### src/rtl/gpi_pkg.sv
// Shared definitions for the general-purpose input block: register offsets
// and the debounce counter type.
package gpi_pkg;

  localparam logic [1:0] GPI_DATA   = 2'd0;
  localparam logic [1:0] GPI_STATUS = 2'd1;
  localparam logic [1:0] GPI_MASK   = 2'd2;
  localparam logic [1:0] GPI_RAW    = 2'd3;

  localparam int DB_CNT_W = 16;

  typedef logic [DB_CNT_W-1:0] db_cnt_t;

endpackage

### src/rtl/gpi_if.sv
// Register-slot bus between a host and the GPI core.
interface gpi_if;

  logic        cs;
  logic        read;
  logic        write;
  logic [4:0]  addr;
  logic [31:0] write_data;
  logic [31:0] read_data;

  modport master (
    output cs, read, write, addr, write_data,
    input  read_data
  );

  modport slave (
    input  cs, read, write, addr, write_data,
    output read_data
  );

endinterface

### src/rtl/gpi_debounce.sv
// One-bit debouncer: db follows sync only after DB_CYCLES consecutive mismatching clocks.
// Build option GPI_CORE_DEBOUNCE_EN; when undefined db is the synchronized bit itself.
module gpi_debounce
  import gpi_pkg::*;
#(
  parameter int DB_CYCLES = 16
) (
  input  logic clk,
  input  logic rst,
  input  logic sync_next,
  input  logic sync,
  output logic db,
  output logic change
);

`ifdef GPI_CORE_DEBOUNCE_EN

  localparam db_cnt_t CNT_LAST = db_cnt_t'(DB_CYCLES - 1);

  db_cnt_t cnt_reg;
  db_cnt_t cnt_next;
  logic    db_reg;
  logic    db_next;
  logic    unused_ok;

  assign unused_ok = sync_next;

  always_ff @(posedge clk or posedge rst) begin
    if (rst) begin
      cnt_reg <= '0;
      db_reg  <= 1'b0;
    end else begin
      cnt_reg <= cnt_next;
      db_reg  <= db_next;
    end
  end

  // Any agreeing clock restarts the run; the count stops at CNT_LAST so it never wraps.
  always_comb begin
    cnt_next = '0;
    db_next  = db_reg;
    change   = 1'b0;
    if (sync != db_reg) begin
      if (cnt_reg == CNT_LAST) begin
        db_next = sync;
        change  = 1'b1;
      end else begin
        cnt_next = cnt_reg + db_cnt_t'(1);
      end
    end
  end

  assign db = db_reg;

`else

  logic unused_ok;

  assign unused_ok = ^{clk, rst, 1'(DB_CYCLES)};

  // db is the second synchronizer flop; it changes on the edge where the first flop differs.
  assign db     = sync;
  assign change = sync ^ sync_next;

`endif

endmodule

### src/rtl/gpi_core.sv
// Debounced general-purpose input block with sticky change status, mask and level irq.
// Build option GPI_CORE_DEBOUNCE_EN enables the per-bit debounce counters.
module gpi_core
  import gpi_pkg::*;
#(
  parameter int W         = 4,
  parameter int DB_CYCLES = 16
) (
  input  logic         clk,
  input  logic         rst,
  gpi_if.slave         bus,
  input  logic [W-1:0] data_in,
  output logic         irq
);

  logic [W-1:0] sync1_reg;
  logic [W-1:0] sync2_reg;
  logic [W-1:0] db;
  logic [W-1:0] change;
  logic [W-1:0] status_reg;
  logic [W-1:0] status_next;
  logic [W-1:0] mask_reg;
  logic [W-1:0] mask_next;
  logic [W-1:0] w1c;
  logic         irq_reg;
  logic         wr_en;
  logic [31:0]  rd_mux;
  logic         unused_bus;

  assign unused_bus = ^{bus.addr[4:2], bus.write_data};

  always_ff @(posedge clk or posedge rst) begin
    if (rst) begin
      sync1_reg <= '0;
      sync2_reg <= '0;
    end else begin
      sync1_reg <= data_in;
      sync2_reg <= sync1_reg;
    end
  end

  generate
    for (genvar gi = 0; gi < W; gi++) begin : g_bit
      gpi_debounce #(
        .DB_CYCLES (DB_CYCLES)
      ) u_debounce (
        .clk       (clk),
        .rst       (rst),
        .sync_next (sync1_reg[gi]),
        .sync      (sync2_reg[gi]),
        .db        (db[gi]),
        .change    (change[gi])
      );
    end
  endgenerate

  assign wr_en = bus.cs & bus.write;

  // Set is OR-ed in after the clear so a simultaneous change keeps the bit.
  always_comb begin
    w1c       = '0;
    mask_next = mask_reg;
    if (wr_en && bus.addr[1:0] == GPI_STATUS) begin
      w1c = bus.write_data[W-1:0];
    end
    if (wr_en && bus.addr[1:0] == GPI_MASK) begin
      mask_next = bus.write_data[W-1:0];
    end
    status_next = (status_reg & ~w1c) | change;
  end

  always_ff @(posedge clk or posedge rst) begin
    if (rst) begin
      status_reg <= '0;
      mask_reg   <= '0;
      irq_reg    <= 1'b0;
    end else begin
      status_reg <= status_next;
      mask_reg   <= mask_next;
      irq_reg    <= |(status_reg & mask_reg);
    end
  end

  assign irq = irq_reg;

  always_comb begin
    rd_mux = '0;
    if (bus.cs && bus.read) begin
      case (bus.addr[1:0])
        GPI_DATA:   rd_mux = 32'(db);
        GPI_STATUS: rd_mux = 32'(status_reg);
        GPI_MASK:   rd_mux = 32'(mask_reg);
        GPI_RAW:    rd_mux = 32'(sync2_reg);
        default:    rd_mux = '0;
      endcase
    end
  end

  assign bus.read_data = rd_mux;

endmodule

### src/flat_wrapper.sv
// flat-port wrapper written by rule: the top's interface ports become plain ports
module gpi_core_flat import gpi_pkg::*;
#(
  parameter int W         = 4,
  parameter int DB_CYCLES = 16
)
  (clk, rst, data_in, irq, bus_cs, bus_read, bus_write, bus_addr, bus_write_data, bus_read_data);
  gpi_if bus_i ();
  input  logic clk;
  input  logic rst;
  input  logic [W-1:0] data_in;
  output logic irq;
  input wire logic [$bits(bus_i.cs)-1:0] bus_cs;
  input wire logic [$bits(bus_i.read)-1:0] bus_read;
  input wire logic [$bits(bus_i.write)-1:0] bus_write;
  input wire logic [$bits(bus_i.addr)-1:0] bus_addr;
  input wire logic [$bits(bus_i.write_data)-1:0] bus_write_data;
  output wire logic [$bits(bus_i.read_data)-1:0] bus_read_data;
  assign bus_i.cs = bus_cs;
  assign bus_i.read = bus_read;
  assign bus_i.write = bus_write;
  assign bus_i.addr = bus_addr;
  assign bus_i.write_data = bus_write_data;
  assign bus_read_data = bus_i.read_data;
  gpi_core #(.W(W), .DB_CYCLES(DB_CYCLES)) u_core (.clk(clk), .rst(rst), .bus(bus_i), .data_in(data_in), .irq(irq));
endmodule
### config.mk
export PLATFORM = sky130hd
export DESIGN_NAME = gpi_core_flat
export DESIGN_NICKNAME = d
export VERILOG_FILES = /design/src/rtl/gpi_pkg.sv /design/src/rtl/gpi_if.sv /design/src/rtl/gpi_debounce.sv /design/src/rtl/gpi_core.sv /design/src/flat_wrapper.sv
export SDC_FILE = /design/constraint.sdc
export NUM_CORES = 1
export LEC_CHECK = 0
export CAP_MARGIN = 20
export CORE_UTILIZATION = 33
export CTS_BUF_LIST = sky130_fd_sc_hd__clkbuf_2
export CTS_CLUSTER_SIZE = 14
export DETAILED_ROUTE_END_ITERATION = 8
export GPL_TIMING_DRIVEN = 0
export PLACE_DENSITY = 0.81
export SYNTH_ARGS = -nofsm -noshare
export SYNTH_HDL_FRONTEND = slang
export SYNTH_HIERARCHICAL = 1
export SYNTH_SLANG_ARGS = --single-unit
### constraint.sdc
create_clock -name clk -period 1.56 [get_ports clk]
set_clock_uncertainty 0.05 [all_clocks]
set_input_delay 0.156 -clock clk [delete_from_list [all_inputs] [get_ports clk]]
set_output_delay 0.156 -clock clk [all_outputs]
set_load 0.01 [all_outputs]
Word level (Yosys, flattened, before mapping)
Index checks and enable logic that the tools add are counted.
{"block": "op_classes", "div_mod_pow": 0, "multipliers": 0, "bitwise_logic": 9, "n_shift": 0, "order_cmp": 0, "addsub": 0, "eq_ne": 3, "n_mux": 3, "n_reduce_logical": 6}
{"cell": "32-bit one-hot mux with 3 select lines", "n": 1}
{"cell": "32-bit two-way mux", "n": 1}
{"cell": "4-bit AND", "n": 2}
{"cell": "2-bit equality test (second input constant)", "n": 2}
{"cell": "4-bit two-way mux", "n": 1}
{"cell": "4-bit inverter", "n": 1}
{"cell": "4-bit OR", "n": 1}
{"cell": "4-bit OR reduction", "n": 1}
{"cell": "1-bit XOR", "n": 4}
{"cell": "1-bit logical AND", "n": 3}
{"cell": "2-bit by 1-bit equality test with 1-bit output (second input constant)", "n": 1}
{"cell": "2-bit logical NOT", "n": 1}
{"cell": "2-bit OR reduction", "n": 1}
{"cell": "1-bit AND", "n": 1}
{"block": "totals", "register_bits": 17, "wordCells": 26, "romBits": 0, "latch_bits": 0, "ramBits": 0, "mem_count": 0, "out_inout_bits": 33}

Longest topological paths before layout
Gate-level depths: netlist (run 1).
{"block": "logic_depth", "depth_word": 6, "depth_mapped": 3, "ltp_nobuf": 3}

By module
The synthesis (run 1) kept the hierarchy.
{"mod": "gpi_core", "instances": 1, "seq_area_each_um2": 425.4, "area_each_um2": 908.4, "cells_each": 77}
{"mod": "gpi_debounce", "instances": 4, "seq_area_each_um2": 0.0, "area_each_um2": 16.3, "cells_each": 2}

Worst setup path before layout (run 1)
No wires, ideal clock.
{"block": "synth_timing", "kind": "flip-flop to output port", "start": "register u_core.sync2_reg[0]", "end": "output bus_read_data[0]", "t_arrival_ns": 1.140, "setup_slack_ns": 0.214, "stages_incl_launch_ff": 4, "required_ns": 1.354, "path_cell_list": "dfrtp_1 buf_4 mux4_2 and3_1"}
{"block": "synth_via", "elab_chain_len": 2}
{"item": "start: declaration", "line": "gpi_core.sv:17", "source": "logic [W-1:0] sync2_reg;"}
{"item": "start signal: assignment", "line": "gpi_core.sv:38", "source": "sync2_reg <= sync1_reg;"}
{"item": "32-bit one-hot mux with 3 select lines", "line": "gpi_core.sv:89", "source": "case (bus.addr[1:0])"}
{"item": "32-bit two-way mux", "line": "gpi_core.sv:88", "source": "if (bus.cs && bus.read) begin"}
{"item": "end: declaration", "line": "flat_wrapper.sv:18", "source": "output wire logic [$bits(bus_i.read_data)-1:0] bus_read_data;"}
Every way passes these cells. The select of a mux whose other input is x is not followed.

Worst setup path after layout (run 1)
{"block": "layout_timing", "start": "register u_core.sync2_reg[2]", "end": "output bus_read_data[2]"}
Same word-level chain as after synthesis.

==> results of run 1 <==
-- layer usage --
| layer | routed length (µm) | up-vias |
|---|---|---|
| li1 | - | 330 |
| met1 | 558 | 302 |
| met2 | 913 | 39 |
| met3 | 198 | 0 |
| met4 | 0 | 0 |
| met5 | 0 | - |
-- power by group through the flow --
| stage | Combinational (mW) | Clock (mW) | Sequential (mW) |
|---|---|---|---|
| final | 0.272 | 0.183 | 0.511 |
| after global routing | 0.297 | 0.215 | 0.516 |
| after CTS | 0.260 | 0.202 | 0.510 |
| after detailed placement | 0.253 | 0 | 0.521 |
| after global placement | 0.247 | 0 | 0.515 |
| after floorplan | 0.177 | 0 | 0.513 |
-- timing repair --
item,in CTS,in global routing
setup endpoints to repair,4,4
setup buffers,4,0
resized for setup,18,8
hold buffers,0,0
pin swaps,3,0
-- area by class of cell --
| type | count | area share (%) |
|---|---|---|
| flip-flops and latches | 17 | 31.0 |
| multi-input cells | 57 | 28.7 |
| plain buffers | 33 | 19.4 |
| repair buffers | 22 | 15.2 |
| well taps | 31 | 2.83 |
| inverters | 5 | 1.37 |
| clock buffers | 3 | 1.09 |
| clock inverters | 1 | 0.365 |
-- worst paths after layout --
kind                                              to  cells after the start           startpoint
worst max-delay path                bus_read_data[2]                      4  u_core/sync2_reg[2]
worst min-delay path                      u_core/irq                      2                  rst
worst max register to register  u_core/status_reg[0]                      4  u_core/sync2_reg[0]
worst min register to register   u_core/sync2_reg[3]                      0  u_core/sync1_reg[3]
max in group asynchronous       u_core/status_reg[3]                      2                  rst
min in group clk                 u_core/sync1_reg[0]                      1           data_in[0]
-- placed cells by master (no fill, tap or decap), types with 2 or more instances in the layout --
master           instances
a22oi_1                  2
a31oi_1                  4
and3_4                   3
buf_4                   32
buf_6                    8
clkbuf_2                 3
clkdlybuf4s50_1         14
conb_1                  28
dfrtp_1                 17
inv_1                    5
mux2_2                   4
mux4_2                   4
nor2_1                   4
xor2_1                   4
-- through the flow --
step / setup WS, ns / util (%) / total power, mW / area, µm² / hold slack (ns)
final: -0.227 / 49.3 / 0.966 / 1370 / 0.163
after global routing: -0.310 / 49.3 / 1.03 / 1370 / 0.199
after CTS: -0.273 / 48.0 / 0.972 / 1340 / 0.162
after detailed placement: -0.404 / 46.5 / 0.774 / 1290 / 0.333
after global placement: -0.397 / 46.5 / 0.761 / 1290 / 0.328
after floorplan: 0.214 / - / 0.690 / 1070 / 0.0321
-- kinds of logic (layout without fill, tap and decap cells) --
| logic type | count (synthesis) | in the layout |
|---|---|---|
| buffers and inverters | 38 | 64 |
| multiplexers | 8 | 8 |
| AO/OA/AOI/OAI | 6 | 6 |
| other | 1 | 28 |
| flip-flops | 17 | 17 |
| XOR/XNOR | 4 | 4 |
| AND/OR/NAND/NOR | 11 | 11 |
==> reports/qor.yml, run 1 <==
min_path:
  hold_path.class: "in -> async"
critical_path:
  path_delay_family: "multiplexers"
  cp_slowest_cell: "mux4_2"
  cp-start-kind: "flip-flop"
  crit_fanout: 3
  cp_slowest_stage_delay_ns: 0.44
  path_cells: "buf_6 -> mux4_2 -> and3_1 -> buf_2"
  required_ns: 1.35
  critical_path_class: "reg -> out"
  path_buf_inv: 2
  reg2reg_slack_ns: 0.47
  cp.arrival_ns: 1.58
  end_kind: "output port"
finish:
  syn2layout_area_growth_pct: 41.0
  drive_above_1_share_pct: 41.3
  nFillCells: 261
  finalNonFillerCells: 169
  diodes: 0
  multi_input_area_um2: 394
  seq_area_um2: 425
  nNetsFinal: 185
sta:
  hold_viol: 0
  max_slew_margin_pct: 59.3
  worstMarginPinSlew_ns: 0.610
  worst_slack_ns: -0.227
  rsz0062_at_grt: "true"
  period_needed_ns: 1.79
  fmax_mhz: 559
  slew_violations: 0
  setup_viol: 4
  tns_ns: -0.898
  fin_crit_sh_pct: 115
power:
  cellInternalPower_mw: 0.707
  vdd_drop_max_v: 0.000409
  switching_share_pct: 26.8
  powerDensity_nw_per_um2: 704
  combPwrFrac_pct: 28.2
  p_seq_share_pct: 52.9
  clkPwrFrac_pct: 19.0
  p_switching_mw: 0.259
  p_leak_nw: 0.701
global_route:
  antenna_found_initial: 0
  grt_pass1_vias: 653
  use_met2_pct: 22.3
  grt_overflow: 0
  top_usage_layer: "met2"
  grt_pass1_wl_um: 2830
  gr-usage-all-layers_pct: 11.8
  grt_max_degree: 18
  grt_use_met1_pct: 10.9
  grt_use_met3_pct: 4.15
clocking:
  cts_tree: "yes"
  clk_pin_slew_ns: 0.15
  numClockSinks: 17
  cts_buffers: 3
  worstSkewPairLatency_ns: 0.29
  clockBufferDepth: 2
  htree_levels: 1
  cts-root-buf: "clkbuf_2"
place:
  place.gp.congestion: 0.743
  place_hpwl_um: 1340
  placedCellCount: 161
  portBuffers: 18
logic_synthesis:
  synth.most_common_cell: "buf_4"
  synth_top_family_by_area: "buffers and inverters"
  synthXorXnorAreaFrac_pct: 3.60
  synthDominantCellAreaShare_pct: 43.7
  synth_common_cells: "buf_4 (32), dfrtp_1 (17), inv_1 (5)"
  synth_edf_count: 0
  ys_seq_area_share_pct: 43.7
  synth_compound_area_share_pct: 4.11
  synthCells: 85
  synthMuxAreaShare_pct: 13.9
  syn_area_per_cell_um2: 11.5
  synth_area_um2: 973
  yosys.area_share.simple_pct: 6.56
  ys_seq_elements: 17
  yosys-top-cells-area: "dfrtp_1 (44%), buf_4 (25%), mux4_2 (9.3%)"
  ys.flop_type: "dfrtp_1"
  ys_warn_count: 6
  synth_cell_types: 15
  yosys.area.top_type: "dfrtp_1"
  async_flop_share_pct: 100
  synthAdderAreaFrac_pct: 0
routing:
  drt_wl_total_um: 1670
  drtAntennaViolNets: 0
  first_iter_violations: 13
  first_pass_iters: 4
  vias: 671
  drcViolationCount: 0
  wl_per_cell_um: 9.88
  vias_per_cell: 3.97
floorplanning:
  dieArea_um2: 3170
  ios: 79
  core_area_um2: 2780
  start_util_pct: 35.0
  core.rowCount: 19
  die_h_um: 56.3
  die_x_um: 56.3
run:
  drv_cap: 0
outcome:
  failed_checks: "setup timing"
  status: "complete, but fails checks"
Note: power is estimated with default switching activity, not from simulation.
==> run 2, diff against run 1 <==
Settings changed: CELL_PAD_IN_SITES_DETAIL_PLACEMENT set to 1, CELL_PAD_IN_SITES_GLOBAL_PLACEMENT set to 1, CORE_UTILIZATION 33 to 23, PLACE_DENSITY 0.81 to unset, PLACE_DENSITY_LB_ADDON set to 0.1, SLEW_MARGIN set to 20, TNS_END_PERCENT set to 20.
==> run 2 against run 1 <==
  * Die area is 42% higher
  * Worst hold slack better by 0.023 ns
  * Critical path type unchanged
  * The run still ends with setup timing left
  * First-iteration DRC count is 23% higher
  * Maximum frequency is 1.0% lower
  * Sequential power hardly changed
  * Register-to-register slack hardly changed
  * Sequential share of layout area is 0.36 points lower
  * Worst setup slack worse by 0.018 ns
  * Largest power group unchanged
==> reports/qor.yml, run 2 (synthesis results as in run 1) <==
outcome:
  status: "complete, but fails checks"
  failed_checks: "setup timing"
sta:
  slew_violations: 0
  period_needed_ns: 1.81
  setup_viol: 4
  max_slew_margin_pct: 56.9
  fin_crit_sh_pct: 116
  fmax_mhz: 554
  worst_slack_ns: -0.246
  rsz0062_at_grt: "true"
  tns_ns: -0.926
  worst_hold_slack_ns: 0.186
  worstMarginPinSlew_ns: 0.646
  hold_viol: 0
place:
  place_hpwl_um: 1540
  placedCellCount: 180
  dp_slack_ns: -0.433
  place.gp.congestion: 0.740
  portBuffers: 18
routing:
  top_layer: "met4"
  drt_wl_total_um: 1920
  drtAntennaViolNets: 0
  drcViolationCount: 0
  first_iter_violations: 16
  first_pass_iters: 2
  met3_length_um: 206
  met2WireLength_um: 955
  wl_per_cell_um: 10.2
  vias_per_cell: 3.68
  vias: 691
  wl_met1_um: 742
global_route:
  grt_overflow: 0
  antenna_found_initial: 0
  gr-usage-all-layers_pct: 9.22
  grt_pass1_wl_um: 2990
  grt_max_degree: 18
  grt_pass1_vias: 692
critical_path:
  cp.arrival_ns: 1.60
  required_ns: 1.35
  crit_fanout: 3
  critical_path_class: "reg -> out"
  end_kind: "output port"
  cp-start-kind: "flip-flop"
floorplanning:
  die_x_um: 67.1
  ios: 79
  die_h_um: 67.1
  start_util_pct: 24.2
  core.rowCount: 23
  core_area_um2: 4030
  dieArea_um2: 4500
finish:
  layout_common_cells: "buf_4 (34), conb_1 (28), dfrtp_1 (17)"
  nFillCells: 474
  syn2layout_area_growth_pct: 42.7
  finalNonFillerCells: 188
  diodes: 0
  nNetsFinal: 185
  layout_commonest_cell: "buf_4"
  drive_above_1_share_pct: 41.3
clocking:
  cts_tree: "yes"
  htree_levels: 1
  cts-root-buf: "clkbuf_2"
  numClockSinks: 17
  clk_pin_slew_ns: 0.16
  worstSkewPairLatency_ns: 0.28
  clockBufferDepth: 2
  cts_buffers: 3
power:
  p_leak_nw: 0.699
  vdd_drop_max_v: 0.000420
  powerDensity_nw_per_um2: 706
min_path:
  hold_path.class: "in -> async"
run:
  drv_cap: 0
## run 2: critical path, cell delays in order, from the launching register on
cell,delay [ns]
dfrtp_1,0.43
buf_4,0.14
mux4_2,0.45
and3_1,0.17
buf_2,0.13
## run 2: area by class of cell
| cell class | count | area, µm² | share of cell area (%) |
|---|---|---|---|
| flip-flops and latches | 17 | 425 | 30.6 |
| clock buffers | 4 | 20.0 | 1.44 |
| multi-input cells | 57 | 394 | 28.4 |
| inverters | 5 | 18.8 | 1.35 |
| well taps | 50 | 62.6 | 4.50 |
| plain buffers | 33 | 259 | 18.6 |
| repair buffers | 22 | 209 | 15.0 |
## run 2: report_power, final
part | total, mW | switching (mW) | internal, mW
Sequential | 0.511 | 0.0301 | 0.481
Combinational | 0.271 | 0.105 | 0.166
Clock | 0.199 | 0.131 | 0.0680
## run 2: worst paths after layout
check                               startpoint                   end  slack (ns)  cells past startpoint
max reg2reg                u_core/sync2_reg[1]  u_core/status_reg[1]        0.47                      4
max                        u_core/sync2_reg[0]      bus_read_data[0]       -0.25                      4
min reg2reg                u_core/sync1_reg[1]   u_core/sync2_reg[1]        0.37                      0
max in group asynchronous                  rst   u_core/sync1_reg[3]        0.87                      2
min                                        rst            u_core/irq        0.19                      2
min in group clk                    data_in[1]   u_core/sync1_reg[1]        0.24                      1
## run 2: timing repair
| item | in CTS | in global routing |
|---|---|---|
| hold buffers | 0 | 0 |
| hold endpoints to repair | 0 | 0 |
| setup buffers | 4 | 0 |
| pin swaps | 2 | 0 |
| setup endpoints to repair | 4 | 4 |
| gates resized for setup | 18 | 6 |
## run 2: metal layers
layer	track usage [%]	vias to the layer above
li1	-	331
met1	9.94	321
met2	16.4	37
met3	2.23	2
met4	4.79	0
met5	0	-
## run 2: through the flow
| step | power, mW | instance area, µm² | util [%] |
|---|---|---|---|
| after global routing | 1.05 | 1390 | 34.5 |
| after global placement | 0.769 | 1320 | 32.7 |
| after detailed placement | 0.774 | 1320 | 32.7 |
| after CTS | 0.982 | 1360 | 33.7 |
| final | 0.981 | 1390 | 34.5 |
| after floorplan | 0.690 | 1070 | - |
